==> config.mk <==
export PLATFORM = sky130hd
export DESIGN_NAME = dino_jump_ctrl
export DESIGN_NICKNAME = d
export VERILOG_FILES = /design/src/rtl/dino_jump_ctrl.sv
export SDC_FILE = /design/constraint.sdc
export NUM_CORES = 1
export LEC_CHECK = 0
export CAP_MARGIN = 20
export CORE_MARGIN = 4
export CORE_UTILIZATION = 35
export CTS_BUF_LIST = sky130_fd_sc_hd__clkbuf_8
export DETAILED_ROUTE_END_ITERATION = 8
export PLACE_DENSITY = 0.67
export SYNTH_ARGS = -nofsm -noshare
export SYNTH_HDL_FRONTEND = slang
export SYNTH_SLANG_ARGS = --single-unit
==> constraint.sdc <==
create_clock -name clk -period 1.5 [get_ports clk]
set_input_delay 0.15 -clock clk [delete_from_list [all_inputs] [get_ports clk]]
set_output_delay 0.15 -clock clk [all_outputs]
set_load 0.02 [all_outputs]
==> src/rtl/dino_jump_ctrl.sv <==
// dino_jump_ctrl: jump-button conditioning and vertical motion FSM for the dino.
// Ports:
//   clk        master clock, rising edge
//   clr        asynchronous active-low reset
//   tick       one-clk frame strobe; motion advances only on tick cycles
//   jump       raw bouncing jump button (async)
//   game_run   1 = game running; 0 forces GROUND/pos 0
//   is_alive   0 = collision; moves to DEAD and freezes position
//   dino_pos   height above ground (0 = ground), registered
//   dino_state 0 GROUND, 1 ASCEND, 2 HANG, 3 DESCEND, 4 DEAD, registered
//   airborne   registered decode of ASCEND/HANG/DESCEND
//   land       registered one-clk pulse on touchdown
module dino_jump_ctrl #(
    parameter int unsigned DEB_CYCLES = 16,
    parameter int unsigned MAX_H      = 12,
    parameter int unsigned HANG_TICKS = 4
) (
    input  logic       clk,
    input  logic       clr,
    input  logic       tick,
    input  logic       jump,
    input  logic       game_run,
    input  logic       is_alive,
    output logic [3:0] dino_pos,
    output logic [2:0] dino_state,
    output logic       airborne,
    output logic       land
);

    localparam int unsigned DEB_W     = (DEB_CYCLES > 1) ? $clog2(DEB_CYCLES) : 1;
    localparam logic [DEB_W-1:0] DEB_LAST = DEB_W'(DEB_CYCLES - 1);
    localparam logic [3:0]  MAX_LVL   = 4'(MAX_H);
    localparam logic [3:0]  HANG_LAST = 4'(HANG_TICKS - 1);

    typedef enum logic [2:0] {
        S_GROUND  = 3'd0,
        S_ASCEND  = 3'd1,
        S_HANG    = 3'd2,
        S_DESCEND = 3'd3,
        S_DEAD    = 3'd4
    } state_e;

    logic [1:0]       sync_q;
    logic             jump_db;
    logic             jump_db_q;
    logic [DEB_W-1:0] deb_cnt;
    logic             db_rise;

    state_e     state_q, state_n;
    logic [3:0] pos_n;
    logic [3:0] hang_cnt, hang_n;
    logic       pending, pend_n;
    logic       land_n;
    logic       airborne_n;

    // Synchronizer plus debouncer: accept a new level only after it has
    // differed from jump_db for DEB_CYCLES consecutive clocks.
    always_ff @(posedge clk or negedge clr) begin
        if (!clr) begin
            sync_q    <= '0;
            jump_db   <= 1'b0;
            jump_db_q <= 1'b0;
            deb_cnt   <= '0;
        end else begin
            sync_q    <= {sync_q[0], jump};
            jump_db_q <= jump_db;
            if (sync_q[1] != jump_db) begin
                if (deb_cnt == DEB_LAST) begin
                    jump_db <= sync_q[1];
                    deb_cnt <= '0;
                end else begin
                    deb_cnt <= deb_cnt + DEB_W'(1);
                end
            end else begin
                deb_cnt <= '0;
            end
        end
    end

    assign db_rise = jump_db & ~jump_db_q;

    // State and output registers.
    always_ff @(posedge clk or negedge clr) begin
        if (!clr) begin
            state_q  <= S_GROUND;
            dino_pos <= '0;
            hang_cnt <= '0;
            pending  <= 1'b0;
            land     <= 1'b0;
            airborne <= 1'b0;
        end else begin
            state_q  <= state_n;
            dino_pos <= pos_n;
            hang_cnt <= hang_n;
            pending  <= pend_n;
            land     <= land_n;
            airborne <= airborne_n;
        end
    end

    // Next-state: game_run=0 beats is_alive=0, which beats normal motion.
    // pend_n defaults to 0 so the pending flag only survives in GROUND.
    always_comb begin
        state_n = state_q;
        pos_n   = dino_pos;
        hang_n  = hang_cnt;
        pend_n  = 1'b0;
        land_n  = 1'b0;
        if (!game_run) begin
            state_n = S_GROUND;
            pos_n   = '0;
            hang_n  = '0;
        end else if (!is_alive) begin
            state_n = S_DEAD;
        end else begin
            case (state_q)
                S_GROUND: begin
                    pend_n = pending | db_rise;
                    if (pending && tick) begin
                        pend_n  = 1'b0;
                        pos_n   = 4'd1;
                        hang_n  = '0;
                        state_n = (MAX_LVL == 4'd1) ? S_HANG : S_ASCEND;
                    end
                end
                S_ASCEND: begin
                    if (tick) begin
                        pos_n = dino_pos + 4'd1;
                        if (pos_n == MAX_LVL) begin
                            state_n = S_HANG;
                            hang_n  = '0;
                        end
                    end
                end
                S_HANG: begin
                    if (tick) begin
                        if (hang_cnt == HANG_LAST) begin
                            state_n = S_DESCEND;
                            hang_n  = '0;
                        end else begin
                            hang_n = hang_cnt + 4'd1;
                        end
                    end
                end
                S_DESCEND: begin
                    if (tick) begin
                        pos_n = dino_pos - 4'd1;
                        if (dino_pos == 4'd1) begin
                            state_n = S_GROUND;
                            land_n  = 1'b1;
                        end
                    end
                end
                S_DEAD: begin
                    state_n = S_DEAD;
                end
                default: begin
                    state_n = S_GROUND;
                    pos_n   = '0;
                    hang_n  = '0;
                end
            endcase
        end
        airborne_n = (state_n == S_ASCEND) || (state_n == S_HANG) ||
                     (state_n == S_DESCEND);
    end

    assign dino_state = state_q;

endmodule

==> metrics <==
status=finished, final reports clean; mux cell area share after synthesis=0.04941; clk_lat worst skew=0.27 ns; setup TNS=0 ns; syn_area_per_cell=10.38 um2; Worst-path clk slew=0.08 ns; internal reg-to-reg setup slack=0.009 ns; sequential fraction of the synthesis area=0.4348; Placeable Area=3416 um2; hold crit path type=input pin to async pin; Starting Density=0.3707; nature of the critical path startpoint=register; number of DRC markers in iteration 0=59; worst r2r path cells=5; area delta synth->final=38.24%; # setup viols final=0; Lkg Pwr=0.7997 nW; post-DP HPWL=2384 um; compound-gate portion of the synthesized area=0.1700; die area=4644 um2; DRC=0; Clock Path Buffers=2; # fillers=316; Tcrit/Tclk final=0.9941; DR WL/cell=15.30 um; grt total ovfl=0; post-synthesis adder-cell area fraction=0.04941; fin nets=175; post-synthesis cell type count=42; Least-Margin Pin Slew=0.3334 ns; Hold Vio Cnt, Final=0; H-tree depth=1; Clock Sinks=22; row count=21; xor/xnor share of the synthesized area=0.02075; Mapped Area=1266 um2; # hold bufs at CTS=0; worst rel slew slack=0.7773; initial antenna violation count=0; warnings from Yosys=0; gpl congestion=0.7981; crit end category=register; Ports=15; number of port buffers=14; antenna viol nets, final=0; maxcap violations=0; setup skew after layout=0.004499 ns; die width=68.15 um; non-filler cells, final=209; Slew Limit Fails=0; share of cells above drive strength 1=0.3129; Vias=1137; largest cells by area after synthesis=dfrtp_1 43%, ha_1 4.9%, mux2i_1 3.2%, a21oi_1 2.8%, inv_1 2.1%; first-pass GRT wire length=5451 um; GRT Util Overall=0.1559; pin count of the biggest net entering global routing=23; peak supply drop=479.7 uV; footprint of the multi-input gates=696.9 um2; top-area cell type share of the netlist area=0.4348; TritonRoute pass-1 iters=4; number of clock buffers inserted by TritonCTS=3; vias in the first global route=1163; CTS tree=done; worst reg2reg path startpoint=dino_state[1]$_DFF_PN0_; Simple-Gate Fraction of Synth Area=0.2292; minimum clock period=1.491 ns; Worst EP required=1.65 ns; Power Density=779.9 nW/um2; WP data arrival=1.64 ns; r2r endpoint=dino_pos[0]$_DFFE_PN0P_; Root Driver=clkbuf_8; Mapped Cells=122; largest family of logic cells by synthesized area=simple AND/OR/NAND/NOR gates; Max Freq=670.6 MHz; post-synth top area cell=dfrtp_1; worst-path fanout max=8; total power=1.365 mW; register area=558.0 um2; RSZ-0062 raised after global routing=true; syn_nets=133; crit path kind=register to register; Die Span Y=68.15 um; Diodes inserted=0; FF+latch count, synth=22; routed vias/inst=5.440; routed wire length=3198 um; placed insts=200
## layout make-up
type	instances	share of cell area
multi-input cells	89	0.3981
clock buffers	3	0.02359
repair buffers	41	0.1944
clock inverters	1	0.01716
well taps	46	0.03288
flip-flops and latches	22	0.3188
inverters	7	0.01501
## routing by layer
layer  vias up  GRT usage  wire, um
li1        532          -         -
met1       565     0.1943      1420
met2        30     0.2647      1535
met3        10    0.03448       160
met4         0    0.05211        81
met5         -          0         0
## kinds of logic (layout without fill, tap and decap cells)
family	count (synthesis)	in the layout
adder cells (fa/ha/maj)	5	5
AO/OA/AOI/OAI	29	29
multiplexers	6	6
buffers and inverters	11	52
AND/OR/NAND/NOR	46	46
flip-flops	22	22
XOR/XNOR	3	3
## synth_stat cells
cell type  instances
o21ai_0            4
a31o_2             1
and2b_1            2
o41ai_1            2
nor2b_1            4
a311o_1            1
nand4b_1           3
xnor2_1            3
or2_2              1
a22o_1             1
nand3b_4           1
nor4_1             2
o31ai_1            2
a21oi_1            7
buf_6              2
inv_1              7
mux2i_1            4
mux2_2             2
a21boi_4           1
nor3_1             3
nor2_1             7
a211oi_1           1
nand2b_1           1
nor3b_1            3
nand3_1            3
and3_1             1
or3b_4             1
o21ai_1            1
a31oi_1            3
a211o_1            1
nor2b_4            1
a21o_1             1
a221oi_2           1
nand4_1            4
or4b_1             1
nand2_1            7
a32oi_1            1
or4_1              1
ha_1               5
a32o_1             1
dfrtp_1           22
buf_2              2
## timing repair
action / 4_1_cts / 5_1_grt
pin swaps: 0 / 3
buffers inserted: 1 / 4
resized for setup: 8 / 4
endpoints found under the setup margin: 9 / 10
## flip-flops by register name (all words and copies together), names as in the netlist
name	flops
airborne	1
pending	1
dino_pos	4
sync_q	2
jump_db	1
deb_cnt	4
land	1
jump_db_q	1
hang_cnt	4
dino_state	3
## power breakdown
group          total [mW]  internal (mW)  switching (mW)
Sequential          0.626          0.609          0.0166
Clock               0.562          0.357           0.205
Combinational       0.178         0.0859          0.0919
## critical path: stages, from the launching register on
cell and delay [ns]:
dfrtp_2 0.48, or3b_4 0.42, a21boi_4 0.16, buf_6 0.16, nor2_2 0.05, mux2i_1 0.11
## cells in the final DEF, fill, tap and decap left out, types with 5 or more instances in the layout
cell type / instances
nor2_1: 6
dfrtp_2: 6
dfrtp_1: 16
a21oi_1: 7
buf_4: 26
dlygate4sd2_1: 5
nand2_1: 7
clkdlybuf4s50_1: 8
inv_1: 7
## worst max-delay path by stage
stage / startpoint / end / slack (ns) / depth (start not counted)
finish: dino_state[1]$_DFF_PN0_ / dino_pos[0]$_DFFE_PN0P_ / 0.009 / 5
global placement: tick / hang_cnt[3]$_DFFE_PN0P_ / -0.16 / 5
global route: dino_state[1]$_DFF_PN0_ / dino_pos[0]$_DFFE_PN0P_ / -0.08 / 5
CTS: dino_state[2]$_DFF_PN0_ / dino_pos[2]$_DFFE_PN0P_ / 0.002 / 4
detailed placement: tick / hang_cnt[3]$_DFFE_PN0P_ / -0.22 / 5
floorplan: dino_state[1]$_DFF_PN0_ / dino_pos[2]$_DFFE_PN0P_ / -0.006 / 5
## stage by stage
| stage | worst slack (ns) | instance area [um2] | utilization | hold slack, ns |
|---|---|---|---|---|
| after floorplan | -0.006047 | 1299 | - | -0.1456 |
| after global placement | -0.1585 | 1629 | 0.4769 | 0.3357 |
| after detailed placement | -0.2243 | 1629 | 0.4769 | 0.3358 |
| after CTS | 0.002474 | 1707 | 0.4996 | 0.2324 |
| after global routing | -0.08497 | 1750 | 0.5125 | 0.2446 |
| final | 0.008826 | 1750 | 0.5125 | 0.2253 |
Power figures use the tool's default switching activity.
